`src/rtl/mac_unit.sv`:
```
// mac_unit: sequential unsigned radix-2 shift-add multiplier with optional accumulate.
//   A one-cycle start in IDLE latches a/b; the product is built over DATA_WIDTH
//   cycles and written to result in a final DONE cycle, with a one-cycle done pulse.
// Configuration macro: MAC_ACCUMULATE_EN adds the 'acc' input. When acc=1 the
//   product is added into result; otherwise result is overwritten.
// Ports:
//   clk    - clock, rising edge
//   rst    - asynchronous active-high reset
//   a, b   - multiplicand / multiplier, sampled when start is accepted
//   start  - begin operation (accepted only in IDLE)
//   acc    - (MAC_ACCUMULATE_EN only) accumulate select, sampled with start
//   result - registered product or accumulated sum, ACC_WIDTH bits
//   done   - registered one-cycle completion pulse
module mac_unit #(
  parameter int unsigned DATA_WIDTH = 8,
  parameter int unsigned ACC_WIDTH  = 16
) (
  input  logic                  clk,
  input  logic                  rst,
  input  logic [DATA_WIDTH-1:0] a,
  input  logic [DATA_WIDTH-1:0] b,
  input  logic                  start,
`ifdef MAC_ACCUMULATE_EN
  input  logic                  acc,
`endif
  output logic [ACC_WIDTH-1:0]  result,
  output logic                  done
);

  localparam int unsigned PROD_W = 2 * DATA_WIDTH;
  localparam int unsigned CNT_W  = $clog2(DATA_WIDTH);

  typedef enum logic [1:0] {
    S_IDLE = 2'd0,
    S_BUSY = 2'd1,
    S_DONE = 2'd2
  } state_e;

  state_e                state_q,   state_d;
  logic [DATA_WIDTH-1:0] mcand_q,   mcand_d;
  logic [DATA_WIDTH-1:0] mplier_q,  mplier_d;
  logic [PROD_W-1:0]     partial_q, partial_d;
  logic [CNT_W-1:0]      count_q,   count_d;
  logic [ACC_WIDTH-1:0]  result_q,  result_d;
  logic                  done_q,    done_d;
  logic                  acc_q,     acc_d;
  logic                  acc_in;
  logic [ACC_WIDTH-1:0]  product;

`ifdef MAC_ACCUMULATE_EN
  assign acc_in = acc;
`else
  assign acc_in = 1'b0;
`endif

  // Full product zero-extended or truncated (LSBs kept) to the result width.
  assign product = ACC_WIDTH'(partial_q);

  // Next-state and datapath update.
  always_comb begin
    state_d   = state_q;
    mcand_d   = mcand_q;
    mplier_d  = mplier_q;
    partial_d = partial_q;
    count_d   = count_q;
    result_d  = result_q;
    done_d    = 1'b0;
    acc_d     = acc_q;
    case (state_q)
      S_IDLE: begin
        if (start) begin
          mcand_d   = a;
          mplier_d  = b;
          partial_d = '0;
          count_d   = '0;
          acc_d     = acc_in;
          state_d   = S_BUSY;
        end
      end
      S_BUSY: begin
        // One multiplicand bit per cycle, shifted multiplier added at full width.
        if (mcand_q[count_q]) begin
          partial_d = partial_q + (PROD_W'(mplier_q) << count_q);
        end
        count_d = count_q + CNT_W'(1);
        if (count_q == CNT_W'(DATA_WIDTH - 1)) begin
          state_d = S_DONE;
        end
      end
      S_DONE: begin
        result_d = acc_q ? (result_q + product) : product;
        done_d   = 1'b1;
        state_d  = S_IDLE;
      end
      default: begin
        state_d = S_IDLE;
      end
    endcase
  end

  // State and output registers.
  always_ff @(posedge clk or posedge rst) begin
    if (rst) begin
      state_q   <= S_IDLE;
      mcand_q   <= '0;
      mplier_q  <= '0;
      partial_q <= '0;
      count_q   <= '0;
      result_q  <= '0;
      done_q    <= 1'b0;
      acc_q     <= 1'b0;
    end else begin
      state_q   <= state_d;
      mcand_q   <= mcand_d;
      mplier_q  <= mplier_d;
      partial_q <= partial_d;
      count_q   <= count_d;
      result_q  <= result_d;
      done_q    <= done_d;
      acc_q     <= acc_d;
    end
  end

  assign result = result_q;
  assign done   = done_q;

endmodule

```
`config.mk`:
```
export PLATFORM = sky130hd
export DESIGN_NAME = mac_unit
export DESIGN_NICKNAME = d
export VERILOG_FILES = /design/src/rtl/mac_unit.sv
export SDC_FILE = /design/constraint.sdc
export NUM_CORES = 1
export LEC_CHECK = 0
export CAP_MARGIN = 15
export CORE_MARGIN = 1
export CORE_UTILIZATION = 50
export CTS_CLUSTER_SIZE = 10
export DETAILED_ROUTE_END_ITERATION = 8
export PLACE_DENSITY = 0.75
export SYNTH_ARGS = -nofsm -noshare
export SYNTH_HDL_FRONTEND = slang
export SYNTH_SLANG_ARGS = --single-unit
```
`constraint.sdc`:
```
create_clock -name clk -period 3.6 [get_ports clk]
set_input_delay 0.72 -clock clk [delete_from_list [all_inputs] [get_ports clk]]
set_output_delay 0.72 -clock clk [all_outputs]
set_load 0.02 [all_outputs]
```
### After elaboration in Yosys (flattened, before gate mapping)

Cells that the tools add are included.

* flip-flop bits (word level): 54
* bits of input ports: 19
* output and inout port bits: 17
* logic and storage cells: 34

* mux-type cells: 11
* add/sub/neg operators: 2
* shifts and indexed selects: 1
* order comparisons: 1
* reductions and logical operators: 6
* equal/unequal tests: 6

Operators with widths (number)
* $mux 16: 2
* $pmux 16 s2: 1
* $add 16x16->16: 1
* $shl 8x3->16: 1
* $ne 2x2->1 const B: 3
* $pmux 3 s2: 1
* $reduce_and 2->1: 3
* $lt 3x4->1 const B: 1
* $mux 2: 2
* $pmux 2 s2: 1
* $add 3x1->3 const B: 1
* $bmux 1 s3: 1
* $eq 3x3->1 const B: 1
* $mux 3: 1
* $reduce_and 3->1: 1
* $eq 2x1->1 const B: 1
* $eq 2x2->1 const B: 1
* $logic_not 2->1: 1
* $mux 1: 2
* $reduce_bool 2->1: 1

### Logic depth before layout (Yosys ltp)

* depth in word-level cells: 4
* depth in mapped cells: 13

### Worst setup path after synthesis

Ideal clock, no wire load.

* path type: flip-flop to flip-flop
* from: reg count_q[1]
* to: reg partial_q[12]
* stages on the path, launching flop included: 13
* data required time: 3.476 ns
* arrival: 2.735 ns
* path slack: 0.742 ns
* cells stage by stage: dfrtp_1 -> buf_4 -> clkbuf_1 -> mux2i_1 -> o21ai_1 -> and2_1 -> ha_1 -> nor2b_4 -> o31a_1 -> o31a_4 -> a311oi_2 -> xor2_1 -> o21ai_1

* longest elaborated chain between the ends: 4
* elaborated cells between the ends (all ways): 8

Ends and longest elaborated chain
* start: declaration: line 43 `logic [CNT_W-1:0] count_q, count_d;`
* start signal: assignment: line 117 `count_q <= count_d;`
* $shl 8x3->16 or $bmux 1 s3 (tied branches): line 83, 82
* $add 16x16->16 or $mux 1 (tied branches): line 83, 82
* $mux 16 or $ne 2x2->1 (tied branches)
* $pmux 16 s2 or $reduce_and 3->1 (tied branches)
* end signal: assignment: line 116 `partial_q <= partial_d;`
* end: declaration: line 42 `logic [PROD_W-1:0] partial_q, partial_d;`

Several ways; a longest one is shown, not always the timed one. The select of a mux whose other input is x is not followed.
A chain may end at the register's enable or synchronous reset.

### Worst setup path after layout

Ends and elaborated chain as after synthesis.

==> results.sh <==
export IMPL_outcome="completed"
export IMPL_ys_types=54
export IMPL_whs_ps=482
export IMPL_post_synth_main_area_contributors="sky130_fd_sc_hd__dfrtp_1 43%, sky130_fd_sc_hd__nand2_1 8.2%, sky130_fd_sc_hd__ha_1 6.7%"
export IMPL_port_buffers=35
export IMPL_detailroute_via_count=2351
export IMPL_ff2ff_path_depth=10
export IMPL_avgSynthCellArea_um2=9.83
export IMPL_fin_setup_tns_ps=0
export IMPL_synth_enable_flop_cells=0
export IMPL_vias_per_cell=5.51
export IMPL_hold_path_cell_count=1
export IMPL_num_antenna_cells=0
export IMPL_final_count_of_negative_setup_slack_endpoints=0
export IMPL_syn_instance_count=322
export IMPL_post_dp_hpwl_um=4370
export IMPL_skew_ps=4.80
export IMPL_detail_route_iter0_violations=122
export IMPL_worstMarginPinSlew_ps=635
export IMPL_netlist_area_leader_share_pct=42.7
export IMPL_timing_hold_worst_start="partial_q[15]"
export IMPL_avgRoutedWirePerCell_um=14.3
export IMPL_min_delay_worst_endpoint="partial_q[15]"
export IMPL_synth_top_cell_by_area="sky130_fd_sc_hd__dfrtp_1"
export IMPL_yosysWarnings=0
export IMPL_synthArstFlopShare_pct=100
export IMPL_ys_seq_area_share_pct=42.7
export IMPL_critPathKind="flop to flop"
export IMPL_grt_start_max_net_pins=33
export IMPL_detail_route_first_pass_iterations=4
export IMPL_layout_area_overhead_vs_synth_pct=15.1
export IMPL_floorplan_die_height_um=81.6
export IMPL_fp_dieArea_um2=6650
export IMPL_routabilityCongestion=0.860
export IMPL_timing_hold_violations_final=0
export IMPL_timing_slew_headroom_pct=57.7
export IMPL_rows=28
export IMPL_max_cap_violations=0
export IMPL_drc=0
export IMPL_cts_repair_resized=0
export IMPL_start_util_pct=52.5
export IMPL_ioPinCount=36
export IMPL_grt_antenna_before_repair=0
export IMPL_cp_end_kind="flop"
export IMPL_layout_min_cycle_time_ps=3170
export IMPL_core_area_um2=6030
export IMPL_ctsRootBufferMaster="sky130_fd_sc_hd__clkbuf_8"
export IMPL_final_antenna_net_count=0
export IMPL_fill_cells=496
export IMPL_clock_tree_buffer_depth=2
export IMPL_critical_path_reg2reg_startpoint="count_q[1]"
export IMPL_totalWireLength_um=6120
export IMPL_cts_repair_timing_setup_buffer_count=0
export IMPL_drive_above_1_share_pct=7.39
export IMPL_hold_path_class="flop to flop"
export IMPL_combined_area_of_all_synthesized_cells_um2=3170
export IMPL_timing_fmax_mhz=316
export IMPL_synthFlopType="sky130_fd_sc_hd__dfrtp_1"
export IMPL_rsz0062_at_grt="false"
export IMPL_clock_sinks=54
export IMPL_clock_latency_ps=310
export IMPL_path_clk_slew_ps=100
export IMPL_tritoncts="done"
export IMPL_regToRegSetupSlack_ps=430
export IMPL_worstPathMaxFanout=17
export IMPL_layout_worst_path_cycle_share_pct=87.9
export IMPL_num_nets_final=388
export IMPL_synth_seq_cells=54
export IMPL_critical_path_reg2reg_endpoint="partial_q[12]"
export IMPL_drv_slew=0
export IMPL_first_pass_grt_wire_length_um=10800
export IMPL_power_per_cell_area_nw_per_um2=935
export IMPL_synth_net_count=359
export IMPL_timing_critical_path_required_ps=3790
export IMPL_start_kind="flop"
export IMPL_grtUsageTotal_pct=21.3
export IMPL_p_leak_nw=1.72
export IMPL_htree_num_levels=2
export IMPL_ctsHoldBuffers=0
export IMPL_chipWidth_um=81.6
export IMPL_first_global_vias=2340
export IMPL_vdd_drop_max_mv=0.371
export IMPL_critPathArrivalTime_ps=3350
export IMPL_global_route_congestion_overflow_total=0
export IMPL_cts_buffers_inserted=5
[per-stage QoR]
stage | instance area, um2 | setup WS (ps) | util (%) | instances | power [mW]
finish | 3640 | 435 | 60.4 | 427 | 3.41
global route | 3640 | 231 | 60.4 | 427 | 3.71
floorplan | 3170 | 742 | - | 322 | 2.60
global placement | 3520 | 624 | 58.4 | 418 | 2.92
CTS | 3630 | 468 | 60.2 | 426 | 3.40
detailed placement | 3520 | 531 | 58.4 | 418 | 2.98
[sequential cells by signal, indices dropped and copies added, names as in the netlist]
register	flops
count_q	3
mplier_q	8
done	1
state_q	2
mcand_q	8
result	16
partial_q	16
[area by class of cell]
type	instances	area, um2	area share (%)
clock buffers	7	76.3	2.10
clock inverters	1	30.0	0.824
flip-flops and latches	54	1350	37.1
multi-input cells	243	1670	45.9
well taps	75	93.8	2.58
repair buffers	39	388	10.6
inverters	8	30.0	0.824
[worst max-delay path by stage]
stage / from / end / depth (start not counted)
2_1_floorplan: count_q[1] / partial_q[12] / 12
3_5_place_dp: count_q[1] / partial_q[9] / 10
5_1_grt: count_q[1] / partial_q[9] / 10
4_1_cts: count_q[1] / partial_q[12] / 10
3_3_place_gp: count_q[1] / partial_q[12] / 10
6_report: count_q[1] / partial_q[12] / 10
[layout by cell type, fill, tap and decap left out, drive strengths merged, types with 2 or more instances in the layout]
cell            n
clkbuf          7
nor3            3
mux2           21
buf             4
o21a            5
ha             17
nor2b           3
a31oi           2
clkdlybuf4s50  35
mux2i          10
a221oi          2
nand3          20
xor2            4
mux4            2
nand2b          3
a22o            2
nand2          70
xnor2           6
and2            4
a21oi          10
o22ai           4
o21bai          3
o31a            2
inv             7
and3            2
o21ai          19
a21o            5
nor2           10
dfrtp          54
o31ai           2
[critical path, cell delays in order (launching register included)]
cell	delay (ps)
sky130_fd_sc_hd__dfrtp_1	760
sky130_fd_sc_hd__mux2i_1	320
sky130_fd_sc_hd__o21ai_1	100
sky130_fd_sc_hd__and2_1	180
sky130_fd_sc_hd__ha_1	330
sky130_fd_sc_hd__nor2b_4	150
sky130_fd_sc_hd__o31a_1	280
sky130_fd_sc_hd__o31a_4	330
sky130_fd_sc_hd__a311oi_2	310
sky130_fd_sc_hd__xor2_1	200
sky130_fd_sc_hd__o21ai_1	70
[power breakdown]
group	internal (mW)	leakage (nW)	switching (mW)
registers	0.851	0.703	0.239
logic	0.866	0.962	1.04
clock network	0.208	0.0524	0.197
[logic make-up after synthesis]
family / share of synthesized area (%)
buffers and inverters: 4.47
adder cells (fa/ha/maj): 7.35
AND/OR/NAND/NOR: 16.6
flip-flops: 42.7
AO/OA/AOI/OAI: 14.1
XOR/XNOR: 2.77
multiplexers: 12.1
[metal layers]
metal / up-vias / global-route usage (%) / wire (um)
met2: 66 / 33.3 / 2620
met1: 1090 / 29.8 / 3150
met5: - / 0 / 0
li1: 1188 / - / -
met4: 0 / 6.84 / 83
met3: 7 / 3.89 / 259
[synthesized netlist by cell type (2+ instances only)]
cell                        n
sky130_fd_sc_hd__o21ai_0    3
sky130_fd_sc_hd__nand3_1   20
sky130_fd_sc_hd__nand2b_1   3
sky130_fd_sc_hd__xor2_1     4
sky130_fd_sc_hd__and3_1     2
sky130_fd_sc_hd__clkbuf_1  10
sky130_fd_sc_hd__xnor2_1    6
sky130_fd_sc_hd__o31ai_1    2
sky130_fd_sc_hd__and2_1     4
sky130_fd_sc_hd__nor2b_1    2
sky130_fd_sc_hd__mux4_2     2
sky130_fd_sc_hd__buf_8      2
sky130_fd_sc_hd__o21a_1     4
sky130_fd_sc_hd__buf_4      2
sky130_fd_sc_hd__nor3_1     3
sky130_fd_sc_hd__mux2_1    16
sky130_fd_sc_hd__dfrtp_1   54
sky130_fd_sc_hd__nor2_1    10
sky130_fd_sc_hd__a31oi_1    2
sky130_fd_sc_hd__o22ai_1    4
sky130_fd_sc_hd__inv_1      7
sky130_fd_sc_hd__ha_1      17
sky130_fd_sc_hd__a21o_1     5
sky130_fd_sc_hd__o21ai_1   15
sky130_fd_sc_hd__a21oi_1    9
sky130_fd_sc_hd__buf_2      2
sky130_fd_sc_hd__nand2_1   69
sky130_fd_sc_hd__a22o_1     2
sky130_fd_sc_hd__mux2_2     5
sky130_fd_sc_hd__o21bai_1   3
sky130_fd_sc_hd__mux2i_1   10
No activity file was read; power rests on OpenSTA's default activity.
